$ cat src/rtl/cmp_ctrl_pkg.sv
// cmp_ctrl_pkg: shared state encoding and sizing helper for the serial comparator
package cmp_ctrl_pkg;

    typedef enum logic [1:0] {ST_IDLE, ST_RUN, ST_DONE} cmp_state_t;

    function automatic int cnt_width(int s);
        return (s / 2 <= 1) ? 1 : $clog2(s / 2);
    endfunction

endpackage

$ cat src/rtl/serial_compare_controller_slice.sv
// TwoBitCompareSlice: combinational two-bit compare stage with eq/lt cascade inputs
module TwoBitCompareSlice (
    input  logic [1:0] a_i,
    input  logic [1:0] b_i,
    input  logic       eq_i,
    input  logic       lt_i,
    output logic       eq_o,
    output logic       lt_o
);

    // a more-significant difference (eq_i=0) keeps its verdict; otherwise this pair decides
    always_comb begin
        eq_o = eq_i & (a_i == b_i);
        lt_o = lt_i | (eq_i & (a_i < b_i));
    end

endmodule

$ cat src/rtl/serial_compare_controller.sv
// serial_compare_controller: time-shared two-bit slice magnitude comparator, MSB pair first
module serial_compare_controller #(
    parameter int S = 8
) (
    input  logic         clk,
    input  logic         rst,
    input  logic         start,
    input  logic [S-1:0] A,
    input  logic [S-1:0] B,
    output logic         busy,
    output logic         done,
    output logic         EQ,
    output logic         LT
);

    import cmp_ctrl_pkg::*;

    localparam int CW = cnt_width(S);

    cmp_state_t    state_q, state_d;
    logic [S-1:0]  sa_q, sa_d, sb_q, sb_d;
    logic [CW-1:0] cnt_q, cnt_d;
    logic          eq_acc_q, eq_acc_d, lt_acc_q, lt_acc_d;
    logic          eq_q, eq_d, lt_q, lt_d;
    logic          s_eq, s_lt;

    TwoBitCompareSlice u_slice (
        .a_i  (sa_q[S-1:S-2]),
        .b_i  (sb_q[S-1:S-2]),
        .eq_i (eq_acc_q),
        .lt_i (lt_acc_q),
        .eq_o (s_eq),
        .lt_o (s_lt)
    );

    // next state: load on start, shift one pair per RUN cycle, latch result on exit
    always_comb begin
        state_d  = state_q;
        sa_d     = sa_q;
        sb_d     = sb_q;
        cnt_d    = cnt_q;
        eq_acc_d = eq_acc_q;
        lt_acc_d = lt_acc_q;
        eq_d     = eq_q;
        lt_d     = lt_q;
        case (state_q)
            ST_IDLE: if (start) begin
                sa_d     = A;
                sb_d     = B;
                eq_acc_d = 1'b1;
                lt_acc_d = 1'b0;
                cnt_d    = CW'(S / 2 - 1);
                state_d  = ST_RUN;
            end
            ST_RUN: begin
                eq_acc_d = s_eq;
                lt_acc_d = s_lt;
                sa_d     = sa_q << 2;
                sb_d     = sb_q << 2;
                cnt_d    = cnt_q - CW'(1);
                if (!s_eq || cnt_q == '0) begin
                    eq_d    = s_eq;
                    lt_d    = s_lt;
                    state_d = ST_DONE;
                end
            end
            default: state_d = ST_IDLE;
        endcase
    end

    // state and datapath registers; reset discards any compare in flight
    always_ff @(posedge clk) begin
        if (rst) begin
            state_q  <= ST_IDLE;
            sa_q     <= '0;
            sb_q     <= '0;
            cnt_q    <= '0;
            eq_acc_q <= 1'b0;
            lt_acc_q <= 1'b0;
            eq_q     <= 1'b0;
            lt_q     <= 1'b0;
        end else begin
            state_q  <= state_d;
            sa_q     <= sa_d;
            sb_q     <= sb_d;
            cnt_q    <= cnt_d;
            eq_acc_q <= eq_acc_d;
            lt_acc_q <= lt_acc_d;
            eq_q     <= eq_d;
            lt_q     <= lt_d;
        end
    end

    assign busy = (state_q == ST_RUN);
    assign done = (state_q == ST_DONE);
    assign EQ   = eq_q;
    assign LT   = lt_q;

endmodule

$ cat config.mk
export PLATFORM = sky130hd
export DESIGN_NAME = serial_compare_controller
export DESIGN_NICKNAME = d
export VERILOG_FILES = /design/src/rtl/cmp_ctrl_pkg.sv /design/src/rtl/serial_compare_controller_slice.sv /design/src/rtl/serial_compare_controller.sv
export SDC_FILE = /design/constraint.sdc
export NUM_CORES = 1
export LEC_CHECK = 0
export CAP_MARGIN = 20
export CORE_ASPECT_RATIO = 0.5
export CORE_MARGIN = 2
export CORE_UTILIZATION = 35
export CTS_BUF_LIST = sky130_fd_sc_hd__clkbuf_2
export DETAILED_ROUTE_END_ITERATION = 16
export PLACE_DENSITY = 0.63
export SYNTH_ARGS = -nofsm -noshare
export SYNTH_HDL_FRONTEND = slang
export SYNTH_SLANG_ARGS = --single-unit
$ cat constraint.sdc
create_clock -name clk -period 1.4 [get_ports clk]
set_input_delay 0.14 -clock clk [delete_from_list [all_inputs] [get_ports clk]]
set_output_delay 0.14 -clock clk [all_outputs]
set_load 0.02 [all_outputs]
# Word-level counts from Yosys, hierarchy flattened
# Cells that the tools add are included.
# word_totals
ff_bits,24
out_inout_bits,4
wordCells,39
# op_classes
n_addsub,1
n_lt_le_gt_ge,1
eq_ne,5
muxes,13
bitwise_logic,3
n_reduce_logical,8
# op_table
operator,count
case mux 8 bit (2 select lines),2
2-to-1 mux 8 bit,2
case mux 2 bit (2 select lines),2
2-to-1 mux 2 bit,3
AND reduction 2 bit,3
logical NOT 2 bit,2
case mux 1 bit (2 select lines),2
bitwise AND 1 bit,2
== test 2 x 1 -> 1 bit (second input constant),1
== test 2 bit,1
== test 2 bit (second input constant),1
< comparator 2 bit,1
2-to-1 mux 1 bit,2
inequality test 2 x 1 -> 1 bit (second input constant),1
inequality test 2 bit (second input constant),1
nonzero test 2 bit,1
subtractor 2 x 1 -> 2 bit (second input constant),1
logical NOT 1 bit,1
logical OR 1 bit,1
bitwise OR 1 bit,1

# Depth between registers and ports, before layout
# Gate-level depths: netlist of run 1.
# logic_depth
word_depth,6
ltp_mapped,6

# Modules after synthesis
# Synthesis of run 1 repeated with hierarchy kept, for this count alone.
# hier_totals
hier_cells,117
area_unflattened_um2,1136.1
# by_module_without_submodules
mod,instances,cells_per_inst,area_per_inst_um2,seq_area_each_um2
serial_compare_controller,1,109,1078.5,480.5
TwoBitCompareSlice,1,8,57.6,0.0

# Least setup slack after synthesis of run 1
# OpenSTA, ideal clock, no wires.
# synth_timing
path_type,reg2reg
from,reg sb_q[7]
to,"reg lt_q, in the netlist LT"
setup_time_ps,101
arrival_time_ps,1090
t_required_ps,1299
path_slack_ps,209
stages_incl_launch_ff,5
n_path_buf,0
cell_sequence,dfxtp_1 -> inv_1 -> ha_1 -> and4b_1 -> o41ai_1
# synth_between
elab_chain_cells,5
elab_cells_between_ends,8
classes_between,1 x order compare; 1 x eq/ne; 3 x bitwise; 3 x reduce/logical
# synth_rtl
element,line,rtl
start: declaration,serial_compare_controller.sv:21,"logic [S-1:0] sa_q, sa_d, sb_q, sb_d;"
start signal: assignment,serial_compare_controller.sv:76,sb_q <= '0;
start signal: assignment,serial_compare_controller.sv:85,sb_q <= sb_d;
== test 2 bit,serial_compare_controller_slice.sv:13,eq_o = eq_i & (a_i == b_i);
bitwise AND 1 bit,serial_compare_controller_slice.sv:13,
logical NOT 1 bit,serial_compare_controller.sv:61,if (!s_eq || cnt_q == '0) begin
logical OR 1 bit,serial_compare_controller.sv:61,
AND reduction 2 bit (no source line),--,
end signal: assignment,serial_compare_controller.sv:90,lt_q <= lt_d;
end: declaration,serial_compare_controller.sv:24,"logic eq_q, eq_d, lt_q, lt_d;"
# Several ways; a longest one is shown, not always the timed one.
# A chain may end at the register's enable or synchronous reset.

# Final worst setup path of run 1
# Ends and elaborated chain as after synthesis.

==> results.yml, run 1 <==
clock_network:
  htreeDepth: 1
  cts_buffer_depth: 2
  path_clk_slew_ps: 220
  cts_tree: "yes"
  cts_buffers: 3
  postCtsHoldBufs: 0
  clock_latency_ps: 340
  cts_num_sinks: 24
  clockRootBuffer: "clkbuf_2"
power_and_ir_drop:
  switchingPower_uw: 416
  ir_drop_mv: 0.422
  switching_share_pct: 29.8
  p_seq_share_pct: 55.5
  p_per_area_mw_per_mm2: 992
  power.internal_uw: 981
  p_comb_share_pct: 25.4
  p_clk_share_pct: 19.1
  p_leak_nw: 0.585
  total_power_mw: 1.40
route:
  ant_nets: 0
  initialDrtViolationCount: 32
  wire_per_inst_um: 12.0
  vias: 933
  vias_per_cell: 4.94
  firstDrtPassIters: 4
  routed_wl_um: 2260
  drc: 0
setup_path:
  critPathBufInv: 1
  critical_path.slowest_cell: "dfxtp_1"
  crit_family: "flip-flops"
  crit_path_cell_trace: "inv_1 > ha_1 > and4b_1 > o21ai_0 > o41ai_2"
  r2r_start: "sb_q[7]$_SDFFE_PP0P_"
  path_class: "reg -> reg"
  critPathCaptureType: "flip-flop"
  arrival_ps: 1590
  crit_required_ps: 1660
  critPathMaxStageDelay_ps: 360
  startpoint_type: "flip-flop"
  critPathMaxFanout: 4
  crit_start: "sb_q[7]$_SDFFE_PP0P_"
global_route:
  grt.busiest_layer: "met2"
  grtUsageMet1_pct: 16.9
  grt_pass1_wl_um: 3770
  grt_max_degree: 18
  grt.met2_usage_pct: 21.8
  overflow: 0
  grt_pass1_vias: 841
  grtUsageTotal_pct: 13.1
  antenna_found_initial: 0
  grt_use_met3_pct: 4.00
logic_synthesis:
  synth_cell_types: 32
  synth_simple_gate_area_share_pct: 17.2
  synth_edf_count: 0
  yosysWarningCount: 0
  synth_area_per_cell_um2: 9.02
  ys.flop_type: "dfxtp_1"
  mappedNetlistArea_mm2: 0.00109
  synth_fa_ha_area_share_pct: 3.44
  ys_seq_area_share_pct: 44.0
  ys_ff_latch: 24
  synth.area.mux_share_pct: 0.917
  synth_fp_nets: 143
  synth_cells: 121
  synth_xor_area_share_pct: 0
  synth_top_family_by_area: "compound AO/OA/AOI/OAI gates"
  async_flop_share_pct: 0
  synth_compound_area_share_pct: 27.2
placement:
  gp_congestion: 0.736
  portBuffers: 22
  place.detailed.hpwl_um: 1630
sta:
  finClkSkew_ps: 12.3
  final-setup-viol-count: 0
  finalCriticalPeriod_ps: 1330
  relSlewSlack_pct: 79.7
  rsz0062_at_grt: "false"
  fin_crit_sh_pct: 95.3
  fmax_mhz: 750
  finalHoldWorstSlack_ps: 325
  final_hold_viol_count: 0
  tightestPinTransition_ps: 305
  slew_viol_final: 0
hold_path:
  hold_class: "in -> reg"
  min_from: "B[3]"
status:
  status: "finished, final reports clean"
finish:
  diodes: 0
  areaGrowthSynthToFinish_pct: 29.1
  final_nets: 172
  drive_gt1_share_pct: 19.5
floorplanning:
  die_area_mm2: 0.00361
  die_h_um: 43.5
  core_area_mm2: 0.00300
  row_count: 14
  ios: 23
  start_util_pct: 36.4
  die_w_um: 83.0
job:
  maxCapViolCount: 0
cell type report:
class	count	area [um2]
multi-input cells	84	542
flip-flops and latches	24	483
clock inverters	1	3.75
repair buffers	31	288
inverters	6	27.5
well taps	40	50.0
clock buffers	3	15.0
fillers	306	1590
worst min-delay path: cells and delay by family:
kind,cells,cell delay [ps]
buf+inv,1,410
simple gates,1,60
compound gates,1,50
worst paths after layout:
path	endpoint	slack, ps	cells after the start
setup / recovery	LT$_SDFFE_PP0P_	70	5
hold / removal	sb_q[3]$_SDFFE_PP0P_	330	3
setup reg to reg	LT$_SDFFE_PP0P_	70	5
hold reg to reg	cnt_q[0]$_SDFFE_PP0P_	480	2
routing by layer:
metal | share of wire [%] | wire, um
met3 | 3.1 | 71
met1 | 50 | 1140
met5 | 0 | 0
met4 | 1.1 | 25
met2 | 45 | 1030
power groups by stage:
stage                     combinational [mW]  clock, mW  sequential (mW)
after floorplan                        0.230          0            0.788
after global placement                 0.356          0            0.786
after detailed placement               0.361          0            0.789
after CTS                              0.359      0.281            0.775
after global routing                   0.396      0.313            0.785
final                                  0.355      0.267            0.776
per-stage QoR:
stage / cell area, um2 / utilization [%] / TNS (ps) / setup slack [ps] / std cells
CTS: 1410 / 46.9 / 0 / 14.5 / 189
detailed placement: 1390 / 46.4 / -52.6 / -25.6 / 185
floorplan: 1090 / - / 0 / 209 / 121
finish: 1410 / 47.0 / 0 / 66.0 / 189
global route: 1410 / 47.0 / 0 / 1.47 / 189
global placement: 1390 / 46.4 / 0 / 3.12 / 185
state kept, by name (all words and copies together) (netlist names):
register  cells
LT            1
sb_q          8
cnt_q         2
EQ            1
lt_acc_q      1
sa_q          8
eq_acc_q      1
state_q       2
synthesized netlist by cell type (2+ instances only):
library cell / instances / area share [%]
inv_1: 5 / 1.7
clkbuf_1: 2 / 0.69
ha_1: 3 / 3.4
nand2_1: 15 / 5.2
nand2b_1: 3 / 1.7
a21oi_1: 14 / 6.4
nor2_1: 15 / 5.2
a22oi_1: 4 / 2.8
a211oi_1: 5 / 3.4
dfxtp_1: 24 / 44
nor3_1: 3 / 1.4
a211oi_2: 5 / 5.7
nor2b_1: 3 / 1.7
buf_2: 2 / 0.92
cells in the final DEF, fill, tap and decap left out, drive strengths merged, types with 3 or more instances in the layout:
cell type and count:
nand2 15, nand2b 3, buf 11, inv 6
nor2b 3, clkbuf 3, a21oi 15, a22oi 4
a211oi 10, clkdlybuf4s50 18, dfxtp 24, nor3 3
ha 3, nor2 15
kinds of logic (layout without fill, tap and decap cells):
family	Yosys count	in the layout
AOI/OAI and AO/OA	38	38
adders and majority gates	3	3
buffers and inverters	13	41
DFF	24	24
muxes	1	1
and+or+nand+nor	42	42
what timing repair did:
action | in CTS | in global routing
buffers inserted | 0 | 0
hold endpoints to repair | 0 | 0
resized for setup | 10 | 4
endpoints found under the setup margin | 4 | 3
(Power assumes the default switching activity.)
==> run 2: changes to the inputs <==
--- a/config.mk
+++ b/config.mk
@@ -11,7 +11,8 @@
 export CORE_UTILIZATION = 35
 export CTS_BUF_LIST = sky130_fd_sc_hd__clkbuf_2
 export DETAILED_ROUTE_END_ITERATION = 16
-export PLACE_DENSITY = 0.63
+export HOLD_SLACK_MARGIN = 0.03
+export PLACE_DENSITY = 0.66
 export SYNTH_ARGS = -nofsm -noshare
 export SYNTH_HDL_FRONTEND = slang
 export SYNTH_SLANG_ARGS = --single-unit
==> results.yml, run 2 (synthesis gave the netlist of run 1 again) <==
placement:
  dpl_cell_area_mm2: 0.00139
  portBuffers: 22
  place.detailed.hpwl_um: 1620
  gp_congestion: 0.707
clock_network:
  clockRootBuffer: "clkbuf_2"
  path_clk_slew_ps: 220
  cts_buffer_depth: 2
  htreeDepth: 1
  cts_tree: "yes"
  cts_buffers: 3
  post_cts_buffers: 0
  cts_num_sinks: 24
  clock_latency_ps: 340
finish:
  diodes: 0
  layout_commonest_cell: "dfxtp_1"
  drive_gt1_share_pct: 19.5
  layout_common_cells: "dfxtp_1 (22), clkdlybuf4s50_1 (18), nand2_1 (15), nor2_1 (15), a21oi_1 (14)"
  final_nets: 172
  areaGrowthSynthToFinish_pct: 30.8
  final_area_mm2: 0.00143
  reg.largest.list: "sa_q (8), sb_q (8)"
setup_path:
  critical_path_depth: 4
  rrSetupSlack_ps: 80
  path_class: "reg -> reg"
  crit_required_ps: 1660
  critPathMaxFanout: 4
  critPathCaptureType: "flip-flop"
  startpoint_type: "flip-flop"
  critical_path.slowest_cell: "dfxtp_2"
  crit_family: "flip-flops"
  ff2ff_path_depth: 4
  crit_path_cell_trace: "inv_1 > ha_1 > and4b_1 > o41ai_1"
  arrival_ps: 1570
  critPathBufInv: 1
  critPathMaxStageDelay_ps: 380
global_route:
  overflow: 0
  grt_max_degree: 18
  grtUsageTotal_pct: 13.3
  grt_pass1_vias: 893
  antenna_found_initial: 0
  grt_pass1_wl_um: 3860
job:
  maxCapViolCount: 0
power_and_ir_drop:
  switching_share_pct: 26.4
  p_leak_nw: 0.591
  switchingPower_uw: 417
  p_clk_share_pct: 28.5
  p_comb_share_pct: 22.4
  ir_drop_mv: 0.467
  power.internal_mw: 1.17
  p_seq_share_pct: 49.0
  p_per_area_mw_per_mm2: 1110
route:
  routed_wl_um: 2240
  vias_per_cell: 4.91
  ant_nets: 0
  drc: 0
  wire_per_inst_um: 11.8
  initialDrtViolationCount: 38
  firstDrtPassIters: 4
  vias: 928
sta:
  fmax_mhz: 758
  rsz0062_at_grt: "true"
  slew_viol_final: 0
  fin_crit_sh_pct: 94.2
  tns_ps: 0
  relSlewSlack_pct: 79.9
  finClkSkew_ps: 7.49
  final_hold_viol_count: 0
  finalCriticalPeriod_ps: 1320
  final-setup-viol-count: 0
  tightestPinTransition_ps: 301
floorplanning:
  die_area_mm2: 0.00361
  start_util_pct: 36.4
  die_h_um: 43.5
  ios: 23
  core_area_mm2: 0.00300
  die_w_um: 83.0
  row_count: 14
status:
  status: "finished, final reports clean"
hold_path:
  hold_class: "in -> reg"
  whs_path_depth: 3
-- run 2: changes by cell type in the layout (fill, tap and decap cells not counted) --
cell,delta
o41ai_2,-1
bufinv_16,+1
o41ai_1,+1
clkinv_1,-1
-- run 2: worst min-delay path: cells and delay by family --
| kind | cells | cell delay [ps] |
|---|---|---|
| buffers and inverters | 1 | 400 |
| AOI/OAI and AO/OA | 1 | 50 |
| and+or+nand+nor | 1 | 60 |
-- run 2: area by class of cell --
cell class / count / area [um2]
clock buffer: 3 / 15.0
clock inverter: 1 / 30.0
fill: 295 / 1570
inverter: 6 / 27.5
multi-input combinational: 84 / 534
sequential: 24 / 483
tap: 40 / 50.0
timing repair buffer: 31 / 288
-- run 2: routing by layer --
metal	wire length [um]	part of all wire, %	GRT usage [%]	vias up
li1	-	-	-	481
met1	1100	49	16.7	433
met2	1060	47	22.4	14
met3	80	3.6	4.38	0
met4	0	0	3.93	0
met5	0	0	0	-
-- run 2: final timing paths --
| path | startpoint | endpoint |
|---|---|---|
| hold reg to reg | cnt_q[0]$_SDFFE_PP0P_ | cnt_q[0]$_SDFFE_PP0P_ |
| setup / recovery | sa_q[6]$_SDFFE_PP0P_ | LT$_SDFFE_PP0P_ |
| hold / removal | B[3] | sb_q[3]$_SDFFE_PP0P_ |
| setup reg to reg | sa_q[6]$_SDFFE_PP0P_ | LT$_SDFFE_PP0P_ |
-- run 2: through the flow --
step                total power [mW]  setup WS, ps  std cells  hold WS (ps)  utilization, %
floorplan                       1.02           209        121           206               -
global placement                1.14         -6.50        185           442            46.4
detailed placement              1.15         -44.1        185           456            46.4
CTS                             1.60          12.4        189           304            48.0
global route                    1.69         -44.8        189           269            47.7
finish                          1.58          81.2        189           317            47.7
-- run 2: power by group through the flow --
stage | clock, mW | combinational, mW | sequential [mW]
floorplan | 0 | 0.230 | 0.788
global placement | 0 | 0.356 | 0.787
detailed placement | 0 | 0.360 | 0.789
CTS | 0.466 | 0.361 | 0.776
global route | 0.510 | 0.396 | 0.785
finish | 0.451 | 0.355 | 0.776
-- run 2: what timing repair did --
item / CTS / global route
pin swaps: 0 / 0
hold buffers: 0 / 0
resized for setup: 10 / 3
endpoints found under the setup margin: 4 / 4
hold endpoints to repair: 0 / 0
